## src/rtl/io_pkg.sv

```systemverilog
// io_pkg: register offsets and bus base address for the board input peripheral
package io_pkg;
  localparam logic [1:0] IO_SW_STATE  = 2'd0;
  localparam logic [1:0] IO_KEY_STATE = 2'd1;
  localparam logic [1:0] IO_KEY_EDGE  = 2'd2;
  localparam logic [1:0] IO_KEY_IE    = 2'd3;
  localparam logic [31:0] IO_BASE_ADDR = 32'h0000_2000;
endpackage

```

## src/rtl/input_debouncer.sv

```systemverilog
// input_debouncer: 2-FF synchroniser plus stable-count debounce for one raw pin; d is normalised so 0 = idle
module input_debouncer #(
  parameter int   DEBOUNCE_CYCLES = 500000,
  parameter logic IDLE            = 1'b0
) (
  input  logic clk,
  input  logic reset,
  input  logic raw,
  output logic d
);
  localparam int CW = $clog2(DEBOUNCE_CYCLES);
  localparam logic [CW-1:0] C_LAST = CW'(DEBOUNCE_CYCLES - 1);
  logic s1, s2, s;
  logic [CW-1:0] c;
  // XOR with the idle level makes active-low pins read 1 when asserted
  assign s = s2 ^ IDLE;
  always_ff @(posedge clk) begin
    if (reset) begin
      s1 <= IDLE;
      s2 <= IDLE;
      c  <= '0;
      d  <= 1'b0;
    end else begin
      s1 <= raw;
      s2 <= s1;
      c  <= (s == d || c == C_LAST) ? '0 : c + 1'b1;
      d  <= (s != d && c == C_LAST) ? s : d;
    end
  end
endmodule

```

## src/rtl/io_input_port.sv

```systemverilog
// io_input_port: debounced switches/buttons with latched press events, readable over a word-addressed bus
module io_input_port
  import io_pkg::*;
#(
  parameter int SW_WIDTH        = 10,
  parameter int KEY_WIDTH       = 4,
  parameter int DEBOUNCE_CYCLES = 500000
) (
  input  logic                 clk,
  input  logic                 reset,
  input  logic [SW_WIDTH-1:0]  SW,
  input  logic [KEY_WIDTH-1:0] KEY,
  input  logic [1:0]           addr,
  input  logic                 wr_en,
  input  logic [31:0]          wdata,
  output logic [31:0]          rdata,
  output logic                 irq
);
  logic [SW_WIDTH-1:0]  d_sw;
  logic [KEY_WIDTH-1:0] d_key, d_key_q, key_edge, key_ie, clr;
  logic                 unused_wdata;
  for (genvar i = 0; i < SW_WIDTH; i++) begin : g_sw
    input_debouncer #(.DEBOUNCE_CYCLES(DEBOUNCE_CYCLES), .IDLE(1'b0)) u_db (
      .clk(clk), .reset(reset), .raw(SW[i]), .d(d_sw[i])
    );
  end
  for (genvar i = 0; i < KEY_WIDTH; i++) begin : g_key
    input_debouncer #(.DEBOUNCE_CYCLES(DEBOUNCE_CYCLES), .IDLE(1'b1)) u_db (
      .clk(clk), .reset(reset), .raw(KEY[i]), .d(d_key[i])
    );
  end
  assign unused_wdata = ^wdata[31:KEY_WIDTH];
  assign clr = (wr_en && addr == IO_KEY_EDGE) ? wdata[KEY_WIDTH-1:0] : '0;
  always_ff @(posedge clk) begin
    if (reset) begin
      d_key_q  <= '0;
      key_edge <= '0;
      key_ie   <= '0;
    end else begin
      d_key_q  <= d_key;
      // new presses are OR-ed in after the clear so a coincident press survives
      key_edge <= (key_edge & ~clr) | (d_key & ~d_key_q);
      key_ie   <= (wr_en && addr == IO_KEY_IE) ? wdata[KEY_WIDTH-1:0] : key_ie;
    end
  end
  always_comb begin
    rdata = (addr == IO_SW_STATE)  ? 32'(d_sw) :
            (addr == IO_KEY_STATE) ? 32'(d_key) :
            (addr == IO_KEY_EDGE)  ? 32'(key_edge) : 32'(key_ie);
  end
  assign irq = |(key_edge & key_ie);
endmodule

```

## config.mk

```make
export PLATFORM = sky130hd
export DESIGN_NAME = io_input_port
export DESIGN_NICKNAME = d
export VERILOG_FILES = /design/src/rtl/io_pkg.sv /design/src/rtl/input_debouncer.sv /design/src/rtl/io_input_port.sv
export SDC_FILE = /design/constraint.sdc
export NUM_CORES = 1
export LEC_CHECK = 0
export CAP_MARGIN = 25
export CORE_ASPECT_RATIO = 0.75
export CORE_MARGIN = 3
export CORE_UTILIZATION = 30
export DETAILED_ROUTE_END_ITERATION = 12
export SLEW_MARGIN = 20
export SYNTH_ARGS = -nofsm -noshare
export SYNTH_HDL_FRONTEND = slang
export SYNTH_HIERARCHICAL = 1
export SYNTH_SLANG_ARGS = --single-unit
```

## constraint.sdc

```tcl
create_clock -name clk -period 4.25 [get_ports clk]
set_clock_uncertainty 0.2 [all_clocks]
set_input_delay 0.85 -clock clk [delete_from_list [all_inputs] [get_ports clk]]
set_output_delay 0.85 -clock clk [all_outputs]
set_load 0.005 [all_outputs]
```

Word level (Yosys, flattened, before mapping)

Index checks and enable logic that the tools add are counted.

Input bits: 51
Output and inout bits: 33
Logic and storage cells: 178
Flip-flop bits (word level): 320

Bitwise logic cells: 10
Reductions and logical operators: 46
Multiplexer cells: 4
Equality and inequality tests: 45
Add/sub/neg operators: 14

Operators by type and width:

| operator                                                               | count |
|---|---|
| 19-bit by 1-bit adder with 19-bit output (second input constant)       | 14 |
| 19-bit equality test (second input constant)                           | 14 |
| 2-bit OR reduction                                                     | 14 |
| 1-bit logical AND                                                      | 16 |
| 1-bit equality test                                                    | 14 |
| 1-bit logical OR                                                       | 14 |
| 1-bit inequality test                                                  | 14 |
| 4-bit bitwise AND                                                      | 3 |
| 4-bit 2-to-1 mux                                                       | 3 |
| 10-bit 2-to-1 mux                                                      | 1 |
| 4-bit inverter                                                         | 2 |
| 2-bit equality test (second input constant)                            | 2 |
| 1-bit inverter                                                         | 4 |
| 4-bit bitwise OR                                                       | 1 |
| 4-bit OR reduction                                                     | 1 |
| 2-bit by 1-bit equality test with 1-bit output (second input constant) | 1 |
| 2-bit logical NOT                                                      | 1 |

Depth between registers and ports, before layout

Depth after elaboration: 6
Gate-level depth with buffers: 6
Mapped depth without buffers: 5

Cells and area by module

The synthesis kept the hierarchy.

By module, submodules not included:

| module                               | cells each | times used | area each (µm²) |
|---|---|---|---|
| input_debouncer at g_sw[0].u_db ...  | 109        | 10         | 984.7 |
| input_debouncer at g_key[0].u_db ... | 110        | 4          | 1044.8 |
| io_input_port                        | 81         | 1          | 752.0 |

Worst setup path before layout

OpenSTA, ideal clock, no wires.

Path kind: input to output
Start point: input addr[0]
End point: output rdata[0]
Stages on the path: 2
Arrival time: 1459 ps
Path slack: 1741 ps
Required time: 3200 ps
Cell sequence: buf_6 mux4_2

Longest elaborated chain between the ends: 4

RTL lines:

| what                  | RTL line            | text |
|---|---|---|
| from (decl)           | io_input_port.sv:13 | `input logic [1:0] addr,` |
| 2-bit equality test   | io_input_port.sv:49 | `(addr == IO_KEY_EDGE) ? 32'(key_edge) : 32'(key_ie);` |
| 4-bit 2-to-1 mux      | io_input_port.sv:49 |  |
| 4-bit 2-to-1 mux      | io_input_port.sv:48 | `(addr == IO_KEY_STATE) ? 32'(d_key) :` |
| 10-bit 2-to-1 mux (*) | io_input_port.sv:47 | `rdata = (addr == IO_SW_STATE) ? 32'(d_sw) :` |
| to (decl)             | io_input_port.sv:16 | `output logic [31:0] rdata,` |

Mark *: on every way between the ends. The rest lies on a longest branch, timed or not.

Final worst setup path

Start point: input addr[0]
End point: output rdata[1]

Same word-level chain as after synthesis.

==> impl_metrics.json <==
{
  "netSwitchingPower_w": 0.00122,
  "dpl.hpwl_um": 19500,
  "r2r_end": "g_sw[5].u_db/c[7]",
  "critPathKind": "in2out",
  "holdCritStartpoint": "g_key[2].u_db/s1",
  "reg2reg_slack_ns": 1.94,
  "antenna_found_initial": 0,
  "crit_end": "rdata[1]",
  "fillCellCount": 4883,
  "clock_sinks": 320,
  "synth_seq_area_share": 0.433,
  "cts_root_buffer": "clkbuf_16",
  "die_width_um": 262,
  "portBuffers": 33,
  "cts_buffer_depth": 3,
  "num_io_pins": 84,
  "hold_viol_final": 0,
  "grt-ovfl-total": 0,
  "ys_ff_latch": 320,
  "ff2ff_path_depth": 4,
  "power_density_mw_per_mm2": 356,
  "grt_setup_unrepaired": "no",
  "grt_pass1_wl_um": 49300,
  "postSynthCellCount": 1611,
  "power.clock.fraction": 0.475,
  "setup.worst_path.start_class": "primary input",
  "crit_path_max_incr_delay_ns": 0.69,
  "setup.worst_path.end_class": "output pin",
  "die_area_mm2": 0.0520,
  "cts_max_level": 1,
  "drcViolationCount": 0,
  "syn_to_final_growth_pct": 13.2,
  "fmax_mhz": 276,
  "clk_latency_ns": 0.58,
  "layout.nets": 1722,
  "slew_viol_final": 0,
  "grt_use_total": 0.108,
  "cts.reportedPaths.clkPinSlew_ns": 0.06,
  "netlist-cell-type-count": 47,
  "p_leak_nw": 4.91,
  "yosysWarnings": 6,
  "p_sw_frac": 0.205,
  "post-route-period-util": 0.851,
  "post_cts_buffers": 0,
  "cp_max_fo": 7,
  "tightest_slew_ns": 0.825,
  "period_minus_slack_ns": 3.62,
  "seq_power_share": 0.508,
  "num_vias": 11200,
  "drt_iter0_drc": 759,
  "diodes": 0,
  "syn-cell-area_mm2": 0.0148,
  "wl_per_cell_um": 12.3,
  "cp_common_cell": "clkdlybuf4s50_1",
  "coreArea_mm2": 0.0480,
  "holdWs_ns": 0.217,
  "cts_buffers": 31,
  "arrival_ns": 2.57,
  "drt-total-wl_um": 28600,
  "via_per_inst": 4.83,
  "first_global_vias": 10400,
  "drive_gt1_frac": 0.0913,
  "syn_area_per_cell_um2": 9.17,
  "critPathRequiredTime_ns": 3.20,
  "cp_cell_sequence": "clkdlybuf4s50_1 > mux4_2 > clkdlybuf4s50_1",
  "timing.rr.start": "g_sw[5].u_db/c[12]",
  "p_int_w": 0.00473,
  "tritoncts": "done",
  "die_h_um": 198,
  "setup_viol_count_final": 0,
  "startpoint": "addr[0]",
  "routabilityCongestion": 0.822,
  "fin_setup_tns_ns": 0,
  "firstDrtPassIters": 5,
  "initial_utilization": 0.308,
  "hold_class": "reg2reg",
  "p_comb_frac": 0.016,
  "grt_max_degree": 79,
  "crit_slowest_cell": "clkdlybuf4s50_1",
  "drv_cap": 0,
  "holdBufCountCts": 0,
  "row_count": 69,
  "vdd_drop_max_v": 0.000261,
  "status": "complete, no violations",
  "ant_nets": 0,
  "slew-limit-headroom": 0.450,
  "cts-resized-gates": 0
}
==> cells in the mapped netlist, drive strengths merged <==
| cell type | n | area [µm²] |
|---|---|---|
| a211oi | 4 | 30.0 |
| a21oi | 44 | 220 |
| a22oi | 2 | 15.0 |
| and2 | 26 | 163 |
| and3 | 12 | 75.1 |
| and4 | 24 | 210 |
| and4bb | 4 | 50.1 |
| buf | 41 | 302 |
| clkbuf | 1 | 3.75 |
| conb | 1 | 3.75 |
| dfxtp | 320 | 6410 |
| ha | 14 | 175 |
| inv | 40 | 150 |
| mux2i | 14 | 140 |
| mux4 | 4 | 90.1 |
| nand2 | 53 | 199 |
| nand2b | 14 | 87.6 |
| nand3 | 119 | 601 |
| nand3b | 1 | 7.51 |
| nand4 | 80 | 576 |
| nand4bb | 10 | 113 |
| nor2 | 281 | 1050 |
| nor2b | 24 | 150 |
| nor3 | 44 | 220 |
| nor3b | 14 | 105 |
| nor4 | 48 | 485 |
| nor4b | 10 | 87.6 |
| o21ai | 48 | 398 |
| o21ba | 4 | 40.0 |
| o221ai | 8 | 70.1 |
| o31ai | 10 | 75.1 |
| or2 | 18 | 113 |
| or3 | 20 | 125 |
| or3b | 10 | 87.6 |
| or4 | 30 | 263 |
| or4b | 10 | 100 |
| xnor2 | 142 | 1240 |
| xor2 | 62 | 543 |
==> through the flow <==
| step | cells | area [µm²] | power [W] | utilization | setup slack (ns) |
|---|---|---|---|---|---|
| after floorplan | 1632 | 14900 | 0.00316 | - | 1.74 |
| after global placement | 2263 | 15700 | 0.00319 | 0.327 | 0.589 |
| after detailed placement | 2263 | 15700 | 0.00319 | 0.327 | 0.598 |
| after CTS | 2315 | 16700 | 0.00607 | 0.349 | 0.580 |
| after global routing | 2315 | 16700 | 0.00619 | 0.349 | 0.464 |
| final | 2315 | 16700 | 0.00595 | 0.349 | 0.632 |
==> cell type report <==
| type | instances | area (µm²) | area share |
|---|---|---|---|
| multi-input combinational | 1230 | 8000 | 0.478 |
| sequential | 320 | 6410 | 0.383 |
| clock buffer | 39 | 866 | 0.0517 |
| tap | 639 | 800 | 0.0478 |
| timing repair buffer | 34 | 335 | 0.0200 |
| clock inverter | 13 | 183 | 0.0109 |
| inverter | 40 | 150 | 0.00897 |
==> power groups by stage <==
stage | clock, W | sequential [W] | combinational (W)
5_1_grt | 0.00305 | 0.00303 | 0.000110
6_report | 0.00283 | 0.00303 | 0.0000973
4_1_cts | 0.00294 | 0.00303 | 0.000100
2_1_floorplan | 0 | 0.00309 | 0.0000702
3_5_place_dp | 0 | 0.00309 | 0.0000996
3_3_place_gp | 0 | 0.00309 | 0.0000981
==> sequential cells by signal (all words and copies together) (netlist names) <==
signal         cells
d_key_q            4
g_key.u_db/c      76
g_key.u_db/d       4
g_key.u_db/s1      4
g_key.u_db/s2      4
g_sw.u_db/c      190
g_sw.u_db/d       10
g_sw.u_db/s       10
g_sw.u_db/s1      10
key_edge           4
key_ie             4
==> how the worst min path moves through the flow <==
stage                            end  slack, ns  depth (start not counted)
global placement    g_key[2].u_db/s2       0.21                          1
global route        g_key[1].u_db/s2       0.25                          1
detailed placement  g_key[1].u_db/s2       0.21                          1
finish              g_key[2].u_db/s2       0.22                          1
CTS                 g_key[2].u_db/s2       0.23                          1
floorplan           g_key[0].u_db/s2       0.19                          1
==> cells by family after synthesis <==
family	Yosys count	share of synthesized area
compound gates	120	0.0574
xor+xnor	204	0.121
fa+ha+maj	14	0.0119
buf+inv	82	0.0308
flops	320	0.433
mux	18	0.0156
other cells	1	0.000254
simple gates	852	0.330
==> per-layer routing <==
| metal | vias up | wire length, µm | part of all wire | global-route usage |
|---|---|---|---|---|
| li1 | 5763 | - | - | - |
| met1 | 5255 | 15400 | 0.54 | 0.158 |
| met2 | 139 | 11500 | 0.40 | 0.162 |
| met3 | 29 | 1140 | 0.040 | 0.0226 |
| met4 | 0 | 521 | 0.018 | 0.0213 |
| met5 | - | 0 | 0 | 0 |
==> layout by cell type, fill, tap and decap left out, types with 12 or more instances in the layout <==
| cell | n |
|---|---|
| dfxtp_1 | 320 |
| nor2_1 | 281 |
| xnor2_1 | 142 |
| nand3_1 | 118 |
| nand4_1 | 68 |
| xor2_1 | 62 |
| nand2_1 | 53 |
| a21oi_1 | 44 |
| nor3_1 | 44 |
| inv_1 | 40 |
| clkdlybuf4s50_1 | 32 |
| clkbuf_16 | 31 |
| and2_1 | 26 |
| nor2b_1 | 24 |
| o21ai_0 | 24 |
| and4_1 | 24 |
| nor4_1 | 24 |
| conb_1 | 22 |
| nor4_2 | 20 |
| or4_1 | 20 |
| or3_1 | 20 |
| or2_2 | 18 |
| mux2i_1 | 14 |
| nand2b_1 | 14 |
| nor3b_1 | 14 |
| o21ai_4 | 14 |
| ha_1 | 14 |
| nand4_2 | 12 |
| and3_1 | 12 |
==> worst max-delay path: cells and delay by family <==
family / cells / cell delay [ns]
buf+inv: 2 / 1.16
mux: 1 / 0.56
Note: power is estimated with default switching activity, not from simulation.
